### config.mk
export PLATFORM = sky130hd
export DESIGN_NAME = decode_stage_p_flat
export DESIGN_NICKNAME = d
export VERILOG_FILES = /design/src/rtl/decode_stage_p_if.sv /design/src/rtl/decode_stage_p.sv /design/src/flat_wrapper.sv
export SDC_FILE = /design/constraint.sdc
export NUM_CORES = 1
export LEC_CHECK = 0
export CAP_MARGIN = 20
export CORE_MARGIN = 2
export CORE_UTILIZATION = 52
export CTS_CLUSTER_SIZE = 20
export DETAILED_ROUTE_END_ITERATION = 16
export PLACE_DENSITY = 0.77
export SYNTH_ARGS = -nofsm -noshare
export SYNTH_HDL_FRONTEND = slang
export SYNTH_SLANG_ARGS = --single-unit
### constraint.sdc
create_clock -name clk -period 2.3 [get_ports clk]
set_clock_uncertainty 0.2 [all_clocks]
set_input_delay 0.575 -clock clk [delete_from_list [all_inputs] [get_ports clk]]
set_output_delay 0.575 -clock clk [all_outputs]
set_load 0.02 [all_outputs]
### src/rtl/decode_stage_p_if.sv
`default_nettype none
// decode_if: IF/ID-side, write-back and ID/EX-side signals of decode_stage_p.
// Rev 1.0
interface decode_if #(
  parameter int DATA_W     = 16,
  parameter int INSTR_W    = 16,
  parameter int REG_ADDR_W = 3,
  parameter int CNT_W      = 8
);
  logic                  in_valid;
  logic [INSTR_W-1:0]    instruction;
  logic                  wb_en;
  logic [REG_ADDR_W-1:0] wb_addr;
  logic [DATA_W-1:0]     wb_data;
  logic                  ex_stall;
  logic                  flush;
  logic                  id_stall;
  logic                  ex_valid;
  logic [10:0]           ex_ctrl;
  logic [DATA_W-1:0]     ex_rdata1;
  logic [DATA_W-1:0]     ex_rdata2;
  logic [REG_ADDR_W-1:0] ex_rs1;
  logic [REG_ADDR_W-1:0] ex_rs2;
  logic [REG_ADDR_W-1:0] ex_rd;
  logic [CNT_W-1:0]      bubble_cnt;

  modport master (
    output in_valid, instruction, wb_en, wb_addr, wb_data, ex_stall, flush,
    input  id_stall, ex_valid, ex_ctrl, ex_rdata1, ex_rdata2, ex_rs1, ex_rs2, ex_rd, bubble_cnt
  );

  modport slave (
    input  in_valid, instruction, wb_en, wb_addr, wb_data, ex_stall, flush,
    output id_stall, ex_valid, ex_ctrl, ex_rdata1, ex_rdata2, ex_rs1, ex_rs2, ex_rd, bubble_cnt
  );
endinterface
`default_nettype wire

### src/rtl/decode_stage_p.sv
`default_nettype none
// decode_stage_p: CU decode, bypassed register file, load-use bubbling and ID/EX register.
// Rev 1.0
module CU (
  input  logic [2:0]  opcode_i,
  output logic [10:0] ctrl_o
);
  // bits: 0 ALU_OP 1 ALU_src 2 MEMW 3 MEMR 4 MTR 5 Branch 6 reg_write 7 In 8 Out 9 Stack_op 10 Push
  always_comb begin
    ctrl_o = '0;
    case (opcode_i)
      3'd0: begin ctrl_o[0] = 1'b1; ctrl_o[6] = 1'b1; end
      3'd1: begin ctrl_o[0] = 1'b1; ctrl_o[1] = 1'b1; ctrl_o[6] = 1'b1; end
      3'd2: begin ctrl_o[1] = 1'b1; ctrl_o[3] = 1'b1; ctrl_o[4] = 1'b1; ctrl_o[6] = 1'b1; end
      3'd3: begin ctrl_o[1] = 1'b1; ctrl_o[2] = 1'b1; end
      3'd4: begin ctrl_o[5] = 1'b1; end
      3'd5: begin ctrl_o[6] = 1'b1; ctrl_o[7] = 1'b1; end
      3'd6: begin ctrl_o[8] = 1'b1; end
      default: begin ctrl_o[2] = 1'b1; ctrl_o[9] = 1'b1; ctrl_o[10] = 1'b1; end
    endcase
  end
endmodule

module decode_stage_p #(
  parameter int DATA_W     = 16,
  parameter int INSTR_W    = 16,
  parameter int OPC_W      = 3,
  parameter int REG_ADDR_W = 3,
  parameter int CNT_W      = 8
) (
  input logic     clk,
  input logic     rst_n,
  decode_if.slave bus
);
  localparam int NREG  = 2**REG_ADDR_W;
  localparam int LOW_W = INSTR_W - OPC_W - 2*REG_ADDR_W;

  logic [OPC_W-1:0]      opc;
  logic [REG_ADDR_W-1:0] rs1, rs2;
  logic [10:0]           cu_ctrl;
  logic [DATA_W-1:0]     rdata1, rdata2;
  logic                  load_use;
  logic                  unused_bits;

  logic [DATA_W-1:0]     rf_q [NREG];

  logic                  ex_valid_q, ex_valid_d;
  logic [10:0]           ex_ctrl_q, ex_ctrl_d;
  logic [DATA_W-1:0]     ex_rdata1_q, ex_rdata1_d;
  logic [DATA_W-1:0]     ex_rdata2_q, ex_rdata2_d;
  logic [REG_ADDR_W-1:0] ex_rs1_q, ex_rs1_d;
  logic [REG_ADDR_W-1:0] ex_rs2_q, ex_rs2_d;
  logic [REG_ADDR_W-1:0] ex_rd_q, ex_rd_d;
  logic [CNT_W-1:0]      bubble_cnt_q, bubble_cnt_d;

  assign opc         = bus.instruction[INSTR_W-1 -: OPC_W];
  assign rs1         = bus.instruction[INSTR_W-OPC_W-1 -: REG_ADDR_W];
  assign rs2         = bus.instruction[INSTR_W-OPC_W-REG_ADDR_W-1 -: REG_ADDR_W];
  assign unused_bits = ^bus.instruction[LOW_W-1:0];

  CU u_cu (
    .opcode_i (opc),
    .ctrl_o   (cu_ctrl)
  );

  always_ff @(posedge clk or negedge rst_n) begin
    if (!rst_n) begin
      for (int i = 0; i < NREG; i++) rf_q[i] <= '0;
    end else if (bus.wb_en) begin
      rf_q[bus.wb_addr] <= bus.wb_data;
    end
  end

  // Same-cycle write-back wins over storage so a dependent decode sees fresh data.
  assign rdata1 = (bus.wb_en && bus.wb_addr == rs1) ? bus.wb_data : rf_q[rs1];
  assign rdata2 = (bus.wb_en && bus.wb_addr == rs2) ? bus.wb_data : rf_q[rs2];

  assign load_use = bus.in_valid & ex_valid_q & ex_ctrl_q[3] & ex_ctrl_q[6]
                  & ((ex_rd_q == rs1) | (ex_rd_q == rs2));

  assign bus.id_stall = rst_n & (bus.ex_stall | load_use) & ~bus.flush;

  always_comb begin
    ex_valid_d   = ex_valid_q;
    ex_ctrl_d    = ex_ctrl_q;
    ex_rdata1_d  = ex_rdata1_q;
    ex_rdata2_d  = ex_rdata2_q;
    ex_rs1_d     = ex_rs1_q;
    ex_rs2_d     = ex_rs2_q;
    ex_rd_d      = ex_rd_q;
    bubble_cnt_d = bubble_cnt_q;
    if (bus.flush || (!bus.ex_stall && load_use)) begin
      ex_valid_d  = 1'b0;
      ex_ctrl_d   = '0;
      ex_rdata1_d = '0;
      ex_rdata2_d = '0;
      ex_rs1_d    = '0;
      ex_rs2_d    = '0;
      ex_rd_d     = '0;
      if (!bus.flush && bubble_cnt_q != {CNT_W{1'b1}})
        bubble_cnt_d = bubble_cnt_q + CNT_W'(1);
    end else if (!bus.ex_stall) begin
      ex_valid_d  = bus.in_valid;
      ex_ctrl_d   = bus.in_valid ? cu_ctrl : 11'd0;
      ex_rdata1_d = rdata1;
      ex_rdata2_d = rdata2;
      ex_rs1_d    = rs1;
      ex_rs2_d    = rs2;
      ex_rd_d     = rs1;
    end
  end

  always_ff @(posedge clk or negedge rst_n) begin
    if (!rst_n) begin
      ex_valid_q   <= 1'b0;
      ex_ctrl_q    <= '0;
      ex_rdata1_q  <= '0;
      ex_rdata2_q  <= '0;
      ex_rs1_q     <= '0;
      ex_rs2_q     <= '0;
      ex_rd_q      <= '0;
      bubble_cnt_q <= '0;
    end else begin
      ex_valid_q   <= ex_valid_d;
      ex_ctrl_q    <= ex_ctrl_d;
      ex_rdata1_q  <= ex_rdata1_d;
      ex_rdata2_q  <= ex_rdata2_d;
      ex_rs1_q     <= ex_rs1_d;
      ex_rs2_q     <= ex_rs2_d;
      ex_rd_q      <= ex_rd_d;
      bubble_cnt_q <= bubble_cnt_d;
    end
  end

  assign bus.ex_valid   = ex_valid_q;
  assign bus.ex_ctrl    = ex_ctrl_q;
  assign bus.ex_rdata1  = ex_rdata1_q;
  assign bus.ex_rdata2  = ex_rdata2_q;
  assign bus.ex_rs1     = ex_rs1_q;
  assign bus.ex_rs2     = ex_rs2_q;
  assign bus.ex_rd      = ex_rd_q;
  assign bus.bubble_cnt = bubble_cnt_q;
endmodule
`default_nettype wire

### src/flat_wrapper.sv
// flat-port wrapper written by rule: the top's interface ports become plain ports
module decode_stage_p_flat 
#(
  parameter int DATA_W     = 16,
  parameter int INSTR_W    = 16,
  parameter int OPC_W      = 3,
  parameter int REG_ADDR_W = 3,
  parameter int CNT_W      = 8
)
  (clk, rst_n, bus_in_valid, bus_instruction, bus_wb_en, bus_wb_addr, bus_wb_data, bus_ex_stall, bus_flush, bus_id_stall, bus_ex_valid, bus_ex_ctrl, bus_ex_rdata1, bus_ex_rdata2, bus_ex_rs1, bus_ex_rs2, bus_ex_rd, bus_bubble_cnt);
  decode_if #(.DATA_W(DATA_W), .INSTR_W(INSTR_W), .REG_ADDR_W(REG_ADDR_W), .CNT_W(CNT_W)) bus_i ();
  input logic clk;
  input logic rst_n;
  input wire logic [$bits(bus_i.in_valid)-1:0] bus_in_valid;
  input wire logic [$bits(bus_i.instruction)-1:0] bus_instruction;
  input wire logic [$bits(bus_i.wb_en)-1:0] bus_wb_en;
  input wire logic [$bits(bus_i.wb_addr)-1:0] bus_wb_addr;
  input wire logic [$bits(bus_i.wb_data)-1:0] bus_wb_data;
  input wire logic [$bits(bus_i.ex_stall)-1:0] bus_ex_stall;
  input wire logic [$bits(bus_i.flush)-1:0] bus_flush;
  output wire logic [$bits(bus_i.id_stall)-1:0] bus_id_stall;
  output wire logic [$bits(bus_i.ex_valid)-1:0] bus_ex_valid;
  output wire logic [$bits(bus_i.ex_ctrl)-1:0] bus_ex_ctrl;
  output wire logic [$bits(bus_i.ex_rdata1)-1:0] bus_ex_rdata1;
  output wire logic [$bits(bus_i.ex_rdata2)-1:0] bus_ex_rdata2;
  output wire logic [$bits(bus_i.ex_rs1)-1:0] bus_ex_rs1;
  output wire logic [$bits(bus_i.ex_rs2)-1:0] bus_ex_rs2;
  output wire logic [$bits(bus_i.ex_rd)-1:0] bus_ex_rd;
  output wire logic [$bits(bus_i.bubble_cnt)-1:0] bus_bubble_cnt;
  assign bus_i.in_valid = bus_in_valid;
  assign bus_i.instruction = bus_instruction;
  assign bus_i.wb_en = bus_wb_en;
  assign bus_i.wb_addr = bus_wb_addr;
  assign bus_i.wb_data = bus_wb_data;
  assign bus_i.ex_stall = bus_ex_stall;
  assign bus_i.flush = bus_flush;
  assign bus_id_stall = bus_i.id_stall;
  assign bus_ex_valid = bus_i.ex_valid;
  assign bus_ex_ctrl = bus_i.ex_ctrl;
  assign bus_ex_rdata1 = bus_i.ex_rdata1;
  assign bus_ex_rdata2 = bus_i.ex_rdata2;
  assign bus_ex_rs1 = bus_i.ex_rs1;
  assign bus_ex_rs2 = bus_i.ex_rs2;
  assign bus_ex_rd = bus_i.ex_rd;
  assign bus_bubble_cnt = bus_i.bubble_cnt;
  decode_stage_p #(.DATA_W(DATA_W), .INSTR_W(INSTR_W), .OPC_W(OPC_W), .REG_ADDR_W(REG_ADDR_W), .CNT_W(CNT_W)) u_core (.clk(clk), .rst_n(rst_n), .bus(bus_i));
endmodule
== Word level (Yosys, flattened, before mapping) ==
Index checks and enable logic that the tools add are counted.
Widths: inputs -> output; s select.

* Word-level logic and storage cells: 92
* Memory bits (writable): 0
* Memory bits (read-only): 0
* Output and inout port bits: 62
* Memories: 0
* Bits of input ports: 41
* Bits in registers: 186
* Bits in latches: 0

* $add $sub $neg: 1
* Magnitude comparators: 4
* Muxes and demuxes: 33
* Multiply operators: 0
* Divide/modulo/power cells: 0
* Reductions and logical operators: 15
* Equality and inequality tests: 12
* Shift-type cells: 0
* Bitwise gates (word level): 12

{| class="wikitable"
|+ Operators with widths
! cell !! number
|-
| $mux 16 || 11
|-
| $bwmux 128 || 1
|-
| $bmux 16 s3 || 2
|-
| $demux 16 s3 || 1
|-
| $mux 11 || 3
|-
| $eq 3x3->1 || 4
|-
| $ge 4x4->1 const B || 3
|-
| $mux 3 || 4
|-
| $not 3->4 || 3
|-
| $eq 3x3->1 const B || 3
|-
| $mux 1 || 9
|-
| $add 8x1->8 const B || 1
|-
| $ne 8x8->1 const B || 1
|-
| $reduce_or 7->1 || 1
|-
| $and 1x1->1 || 6
|-
| $eq 3x2->1 const B || 2
|-
| $reduce_or 6->1 || 1
|-
| $logic_and 1x1->1 || 5
|-
| $lt 4x1->1 const B || 1
|-
| $mux 2 || 2
|-
| $reduce_or 4->1 || 1
|-
| $eq 3x1->1 const B || 1
|-
| $logic_not 3->1 || 1
|-
| $reduce_or 3->1 || 1
|-
| 7 further kinds || 9
|}

== Depth between registers and ports, before layout ==
Gate-level depths: netlist of the first run.

* Depth in word-level cells: 7
* Gate-level depth with buffers: 8
* Mapped depth without buffers: 5

== Modules after synthesis ==
A second synthesis of the first run with hierarchy kept.

* Cells, all modules: 818
* Area, all modules: 9890.7 µm²

{| class="wikitable"
|+ Modules (own cells, without submodules)
! module !! area an instance (µm²) !! sequential area each (µm²) !! times used !! cells an instance
|-
| decode_stage_p || 9800.6 || 4654.5 || 1 || 807
|-
| CU || 90.1 || 0.0 || 1 || 11
|}

== Least setup slack after synthesis of the first run ==
OpenSTA, ideal clock, no wires.

* Path type: input-to-output
* From: input port bus_instruction[10]
* To: output port bus_id_stall
* Cell stages on the path: 6
* Arrival time: 1992 ps
* Path buffers: 1
* Required time: 1525 ps
* Slack: -467 ps
* Cells stage by stage: buf_2 xor2_1 nor4_4 a21oi_2 nor2b_1 nor3b_1

* Cells in the longest elaborated chain, start to end: 6

{| class="wikitable"
|+ RTL lines
! what !! line !! text
|-
| start, declared || flat_wrapper.sv:15 || <nowiki>input wire logic [$bits(bus_i.instruction)-1:0] bus_instruction;</nowiki>
|-
| $eq 3x3->1 || decode_stage_p.sv:79 || <nowiki>& ((ex_rd_q == rs1) | (ex_rd_q == rs2));</nowiki>
|-
| $or 1x1->1 || decode_stage_p.sv:79 ||
|-
| $and 1x1->1 || decode_stage_p.sv:79 ||
|-
| $or 1x1->1 || decode_stage_p.sv:81 || <nowiki>assign bus.id_stall = rst_n & (bus.ex_stall | load_use) & ~bus.flush;</nowiki>
|-
| $and 1x1->1 (2 in series) || decode_stage_p.sv:81 ||
|-
| end, declared || flat_wrapper.sv:21 || <nowiki>output wire logic [$bits(bus_i.id_stall)-1:0] bus_id_stall;</nowiki>
|}

No other way between the ends.

== Worst setup path after layout of the first run ==
* From: input port bus_instruction[12]
* To: output port bus_id_stall

The elaborated chain is that of the path after synthesis.

==> summary.md, run 1 <==
| Metric | Value |
|---|---|
| Total GRT Usage | a little over a quarter |
| DRC | 0 |
| HPWL after DPL | 16240 µm |
| CTS tree | built |
| Max cap viols | 0 |
| Via count | between 7000 and 8000 |
| Worst r2r src | u_core.bus.ex_rs1[2] |
| Vias in the first global route | 7290 |
| Die footprint | a little under 20000 µm² |
| I/O pin cnt | roughly 100 |
| Ys flop type | dfrtp_1 |
| GPL Wtd Cong | about 0.86 |
| Post-synth EDFFs | 0 |
| Number of fill cells | 1211 |
| RSZ-0062 raised after global routing | yes |
| Syn-to-layout area delta | 26.48% |
| DR pass1 iterations | 7 |
| Max Fclk | about 370 MHz |
| Initial Utilization | 53.05% |
| WS Path Type | in2out |
| Min cycle time layout | around 2.7 ns |
| Initial antenna violation count | 3 |
| Final-report hold violation count | 0 |
| DRT iter0 DRCs | roughly 550 |
| Final Cycle Share | 118.3% |
| Clock transition at path regs | roughly 0.070 ns |
| Synthesized flop and latch total | ~180 |
| Final ANT Viol Nets | 0 |
| Fin nets | approximately 960 |
| Rel. slew slack | 28.88% |
| Failing checks | negative setup slack |
| Cell Area, Synth | ~9500 µm² |
| Share of cells above drive strength 1 | between 30% and 40% |
| Async S/R FF share, synth | between 90% and 100% |
| IO Port Bufs | 95 |
| Setup ws final | -0.4207 ns |
| Hold Crit Class | in2async |
| GRT overflow | 0 |
| Die width | approximately 140 µm |
| Worst-Skew Late Latency | 0.44 ns |
| Hold WS | about 0.029 ns |
| Syn_area_per_cell | about 12 µm² |
| CTS HTree Levels | 4 |
| CTS Root Buffer Type | clkbuf_16 |
| Worst-Margin Slew | 1.067 ns |
| Final Instance Area | between 10000 and 15000 µm² |
| R2R Setup Slk | ~0.010 ns |
| Startpoint types | input pin |
| DP Area | about 11000 µm² |
| Cells after Synth | a little under 800 |
| Die span in y | around 140 µm |
| Most common cell after layout, fill and taps aside | dfrtp_1 |
| Reg2reg path depth | 8 |
| Largest net degree at the start of global routing | between 150 and 200 |
| Power Density | a little under 800 nW/µm² |
| Clk sink count | roughly 180 |
| CP required | ~1.5 ns |
| Maximum VDD drop | roughly 0.53 mV |
| Final Max Slew Viols | 0 |
| First-pass GRT wire length | roughly 39000 µm |
| Yosys Warn Count | 0 |
| Cell row count | slightly below 50 |
| Routed vias/inst | approximately 6 |
| FF-to-FF End | u_core.bus.bubble_cnt[7] |
| Final Total Pwr | 0.009459 W |
| LEAKAGE | 5.427 nW |
| CTS Buffer Depth | 2 |
| Final setup viols | 1 |
| Crit end category | output port |
| Unique masters post-synth | 45 |
| CP arrival | approximately 2 ns |
| Routed len/inst | about 22 µm |
| Post-synthesis sequential area ratio | about half |
| Syn nets | a little over 800 |
| Worst-path fanout max | 2 |
| Run status | finished with violations |
| Routed WL | roughly 25000 µm |
| Commonest non-fill, non-tap cells in the layout | 182 x dfrtp_1, 130 x mux2_2, 100 x mux2i_1 |
| Cts bufs inserted | 17 |
| Core Region | 17960 µm² |
-- metrics by stage --
stage | TNS [ns] | cells | setup WS, ns | utilization (%)
after floorplan | -0.3836 | 789 | -0.2429 | -
after global placement | -41.93 | 1117 | -1.054 | 62.78
after detailed placement | -48.46 | 1117 | -1.061 | 62.78
after CTS | -0.3804 | 1154 | -0.3804 | 66.43
after global routing | -0.7997 | 1158 | -0.4755 | 67.08
final | -0.4207 | 1159 | -0.4207 | 67.10
-- sequential cells by signal, summed over array words and instances (netlist names) --
name / cells
u_core.rf_q: 128
u_core.bus.ex_rdata1: 16
u_core.bus.ex_rdata2: 16
u_core.bus.ex_ctrl: 9
u_core.bus.bubble_cnt: 8
u_core.bus.ex_rs1: 3
u_core.bus.ex_rs2: 3
u_core.bus.ex_valid: 1
-- worst max-delay path by stage --
| stage | start | endpoint | slack [ns] | cells after the start |
|---|---|---|---|---|
| 5_1_grt | u_core.bus.ex_rs1[2] | bus_id_stall | -0.48 | 6 |
| 3_5_place_dp | bus_in_valid | bus_id_stall | -1.06 | 7 |
| 4_1_cts | u_core.bus.ex_rs1[0] | bus_id_stall | -0.38 | 6 |
| 3_3_place_gp | bus_in_valid | bus_id_stall | -1.05 | 7 |
| 6_report | bus_instruction[12] | bus_id_stall | -0.42 | 7 |
| 2_1_floorplan | bus_instruction[10] | bus_id_stall | -0.24 | 6 |
-- synthesized netlist by cell type (6+ instances only) --
cell,number,area share [%]
nand2_1,31,1.2
xnor2_1,7,0.64
nand2b_1,6,0.39
clkbuf_2,6,0.32
clkbuf_1,36,1.4
o22ai_1,47,3.1
dfrtp_1,184,48
nor2_1,53,2.1
mux4_2,16,3.8
xor2_1,11,1.0
a22o_1,29,2.7
buf_2,26,1.4
a21oi_1,33,1.7
o211ai_1,8,0.63
mux2i_1,100,11
mux2_2,130,15
-- kinds of logic (layout without fill, tap and decap cells) --
kind of cell / after synthesis / after routing / synth area share, %
mux: 247 / 247 / 29.77
flops: 184 / 184 / 48.32
compound gates: 132 / 132 / 9.598
simple gates: 125 / 125 / 6.473
buf+inv: 81 / 221 / 3.887
xor+xnor: 19 / 19 / 1.825
fa+ha+maj: 1 / 1 / 0.1313
other cells: 0 / 1 / 0
-- final cells by class --
cell class                 instances  area [µm²]  share of cell area, %
clock buffer                      18       429.2                  3.561
inverter                           3       11.26                0.09343
antenna                            1       2.502                0.02076
tap                              229       286.5                  2.377
clock inverter                    13       171.4                  1.422
sequential                       184        4607                  38.22
timing repair buffer             187        1869                  15.51
multi-input combinational        524        4676                  38.79
-- layer usage --
metal | routed length (µm) | GRT usage (%) | up-vias
met5 | 25 | 0 | -
met2 | 12490 | 43.73 | 297
met1 | 10410 | 33.17 | 3598
li1 | - | - | 3158
met4 | 726 | 10.79 | 4
met3 | 1672 | 5.850 | 62
-- report_power, final --
group / switching [W] / leakage [nW] / total [W] / internal [W]
Sequential: 0.000432 / 2.29 / 0.00425 / 0.00381
Combinational: 0.00101 / 2.85 / 0.00221 / 0.00121
Clock: 0.00128 / 0.287 / 0.00300 / 0.00172
-- critical path: stages --
cell           delay [ns]
dlygate4sd2_1        0.31
xor2_1               0.19
nor4_4               0.33
a21oi_4              0.05
nor2b_4              0.14
nor3b_4              0.19
buf_6                0.14
-- repair_timing --
item | in CTS | in global routing
endpoints found under the hold margin | 0 | 0
gates resized for setup | 31 | 17
pin swaps | 4 | 7
buffers inserted | 6 | 5
gates cloned | 0 | 1
hold buffers | 0 | 0
endpoints found under the setup margin | 56 | 23
Note: power is estimated with default switching activity, not from simulation.
==> run 2: changes to the inputs <==
- TNS_END_PERCENT: default -> 1
==> run 2 against run 1 <==
  * The run still ends with negative setup slack left
  * Cell count fell by 1.9%
  * Sequential power about the same
  * Highest routed layer is now met4
  * Hold slack better by 0.047 ns
  * Maximum frequency rose by 1.4%
  * Largest cell class unchanged
  * Sequential share of layout area is 0.58 points higher
  * Global-route usage grew 0.40 points
  * Via count shrank 1.0%
  * Clock-buffer cell count up 5
  * Critical path type unchanged
  * Wire length up 1.1%
  * Register-to-register slack about the same
  * Flip-flop and latch count stayed put
  * Combinational power hardly changed
==> summary.md, run 2 (synthesis gave the netlist of run 1 again) <==
| Metric | Value |
|---|---|
| Run status | finished with violations (unchanged) |
| Failing checks | negative setup slack (unchanged) |
| Number of fill cells | 1265 (was 1211) |
| Sequential Area | 4608 µm² (was 4607 µm²) |
| CTS HTree Levels | 4 (unchanged) |
| HPWL after DPL | 16500 µm (was 16240 µm) |
| IO Port Bufs | 95 (unchanged) |
| DRC | 0 (unchanged) |
| Worst-Skew Late Latency | 0.44 ns (about the same) |
| Min cycle time layout | 2.683 ns (was 2.721 ns) |
| Initial antenna violation count | 0 (was 3) |
| Final setup viols | 1 (unchanged) |
| Share of cells above drive strength 1 | 30.73% (was 32.19%) |
| Power Density | 782.0 nW/µm² (was 784.8 nW/µm²) |
| Via count | 7047 (was 7119) |
| LEAKAGE | 5.509 nW (was 5.427 nW) |
| I/O pin cnt | 103 (unchanged) |
| Startpoint types | input pin (unchanged) |
| Final ANT Viol Nets | 0 (unchanged) |
| Rel. slew slack | 32.79% (was 28.88%) |
| Most common cell after layout, fill and taps aside | dfrtp_1 (unchanged) |
| Setup ws final | -0.3833 ns (was -0.4207 ns) |
| Final Cycle Share | 116.7% (was 118.3%) |
| Clk sink count | 184 (unchanged) |
| Final-report hold violation count | 0 (unchanged) |
| Syn-to-layout area delta | 24.62% (was 26.48%) |
| Maximum VDD drop | 0.5530 mV (was 0.5328 mV) |
| Multi-input logic area | 4639 µm² (was 4676 µm²) |
| Critical Path Source | bus_instruction[11] (was bus_instruction[12]) |
| Core Region | 17960 µm² (unchanged) |
| GPL Wtd Cong | 0.8970 (was 0.8587) |
| Reg with most FFs | u_core.rf_q (unchanged) |
| RSZ-0062 raised after global routing | yes (unchanged) |
| Max reg flops | 128 (unchanged) |
| Commonest non-fill, non-tap cells in the layout | 181 x dfrtp_1, 130 x mux2_2, 100 x mux2i_1 (was 182 x dfrtp_1, 130 x mux2_2, 100 x mux2i_1) |
| Die footprint | 19420 µm² (unchanged) |
| CP arrival | 1.91 ns (was 1.95 ns) |
| GRT overflow | 0 (unchanged) |
| Cts bufs inserted | 17 (unchanged) |
| DR pass1 iterations | 5 (was 7) |
| Max cap viols | 0 (unchanged) |
| Initial Utilization | 53.05% (unchanged) |
| Worst r2r src | u_core.bus.ex_rs1[2] (unchanged) |
| Routed len/inst | 22.53 µm (was 21.85 µm) |
| CTS Root Buffer Type | clkbuf_16 (unchanged) |
| Cell row count | 49 (unchanged) |
| CTS tree | built (unchanged) |
| Die span in y | 139.4 µm (unchanged) |
| DRT iter0 DRCs | 447 (was 554) |
| R2R Setup Slk | 0 ns (was 0.01 ns) |
| Largest net degree at the start of global routing | 185 (unchanged) |
| Setup TNS Final | -0.3833 ns (was -0.4207 ns) |
| Die width | 139.4 µm (unchanged) |
| First-pass GRT wire length | 40070 µm (was 39390 µm) |
| Routed WL | 25620 µm (was 25330 µm) |
| Clock transition at path regs | 0.07 ns (about the same) |
| # diodes | 0 (was 1) |
| Worst-path fanout max | 2 (unchanged) |
| CTS Buffer Depth | 2 (unchanged) |
| Total GRT Usage | 26.58% (was 26.18%) |
| Hold Crit Class | in2async (unchanged) |
| Fin nets | 938 (was 959) |
| Hold WS | 0.07593 ns (was 0.02861 ns) |
| Worst-Margin Slew | 1.008 ns (was 1.067 ns) |
| CP required | 1.52 ns (about the same) |
| Vias in the first global route | 7389 (was 7290) |
| Routed vias/inst | 6.198 (was 6.142) |
| Final Max Slew Viols | 0 (unchanged) |
| Cts hold-fix bufs | 0 (unchanged) |
| Max Fclk | 372.7 MHz (was 367.5 MHz) |
| WS Path Type | in2out (unchanged) |
| Crit end category | output port (unchanged) |
==> run 2: critical path, cell delays in order <==
cell           delay, ns
dlygate4sd2_1       0.27
xor2_2              0.19
nor4_4              0.34
a21oi_4             0.05
nor2b_4             0.14
nor3b_4             0.20
buf_6               0.14
==> run 2: final cells by class <==
cell class	instances	area share [%]
Multi-Input combinational cell	524	39.07
Clock buffer	23	4.109
Sequential cell	184	38.81
Timing Repair Buffer	166	14.76
Clock inverter	8	0.7481
Inverter	3	0.09483
Tap cell	229	2.413
==> run 2: per-layer routing <==
| metal | up-vias | track usage (%) | part of all wire (%) |
|---|---|---|---|
| met2 | 289 | 44.12 | 49 |
| li1 | 3119 | - | - |
| met3 | 70 | 5.988 | 7.1 |
| met5 | - | 0 | 0 |
| met1 | 3569 | 33.18 | 40 |
| met4 | 0 | 12.65 | 3.5 |
==> run 2: where the power goes <==
group / switching [W] / internal (W) / total [W]
logic: 0.00101 / 0.00118 / 0.00219
registers: 0.000444 / 0.00382 / 0.00426
clock network: 0.00122 / 0.00161 / 0.00283
total: 0.00267 / 0.00661 / 0.00929
==> run 2: timing repair <==
item	CTS	global route
setup buffers	3	3
gates resized for setup	23	31
setup endpoints to repair	56	55
pin swaps	7	8
endpoints found under the hold margin	0	0
==> run 2: path summary, 6_finish.rpt <==
| check | to | cells past startpoint |
|---|---|---|
| min in group clk | u_core.bus.ex_ctrl[1] | 2 |
| worst min register to register | u_core.bus.ex_ctrl[1] | 2 |
| worst max-delay path | bus_id_stall | 7 |
| worst min-delay path | u_core.bus.bubble_cnt[3] | 2 |
| worst max register to register | u_core.bus.ex_ctrl[4] | 7 |
| max in group asynchronous | u_core.rf_q[47] | 2 |
==> run 2: per-stage QoR <==
step / total power, W / cell area (µm²) / utilization (%) / setup WS (ns) / cells
2_1_floorplan: 0.005637 / 9573 / - / -0.2433 / 789
3_5_place_dp: 0.006452 / 11140 / 62.03 / -1.071 / 1100
3_3_place_gp: 0.006289 / 11140 / 62.03 / -1.051 / 1100
4_1_cts: 0.009298 / 11780 / 65.55 / -0.3752 / 1134
5_1_grt: 0.009677 / 11880 / 66.11 / -0.4558 / 1137
6_report: 0.009286 / 11880 / 66.11 / -0.3833 / 1137
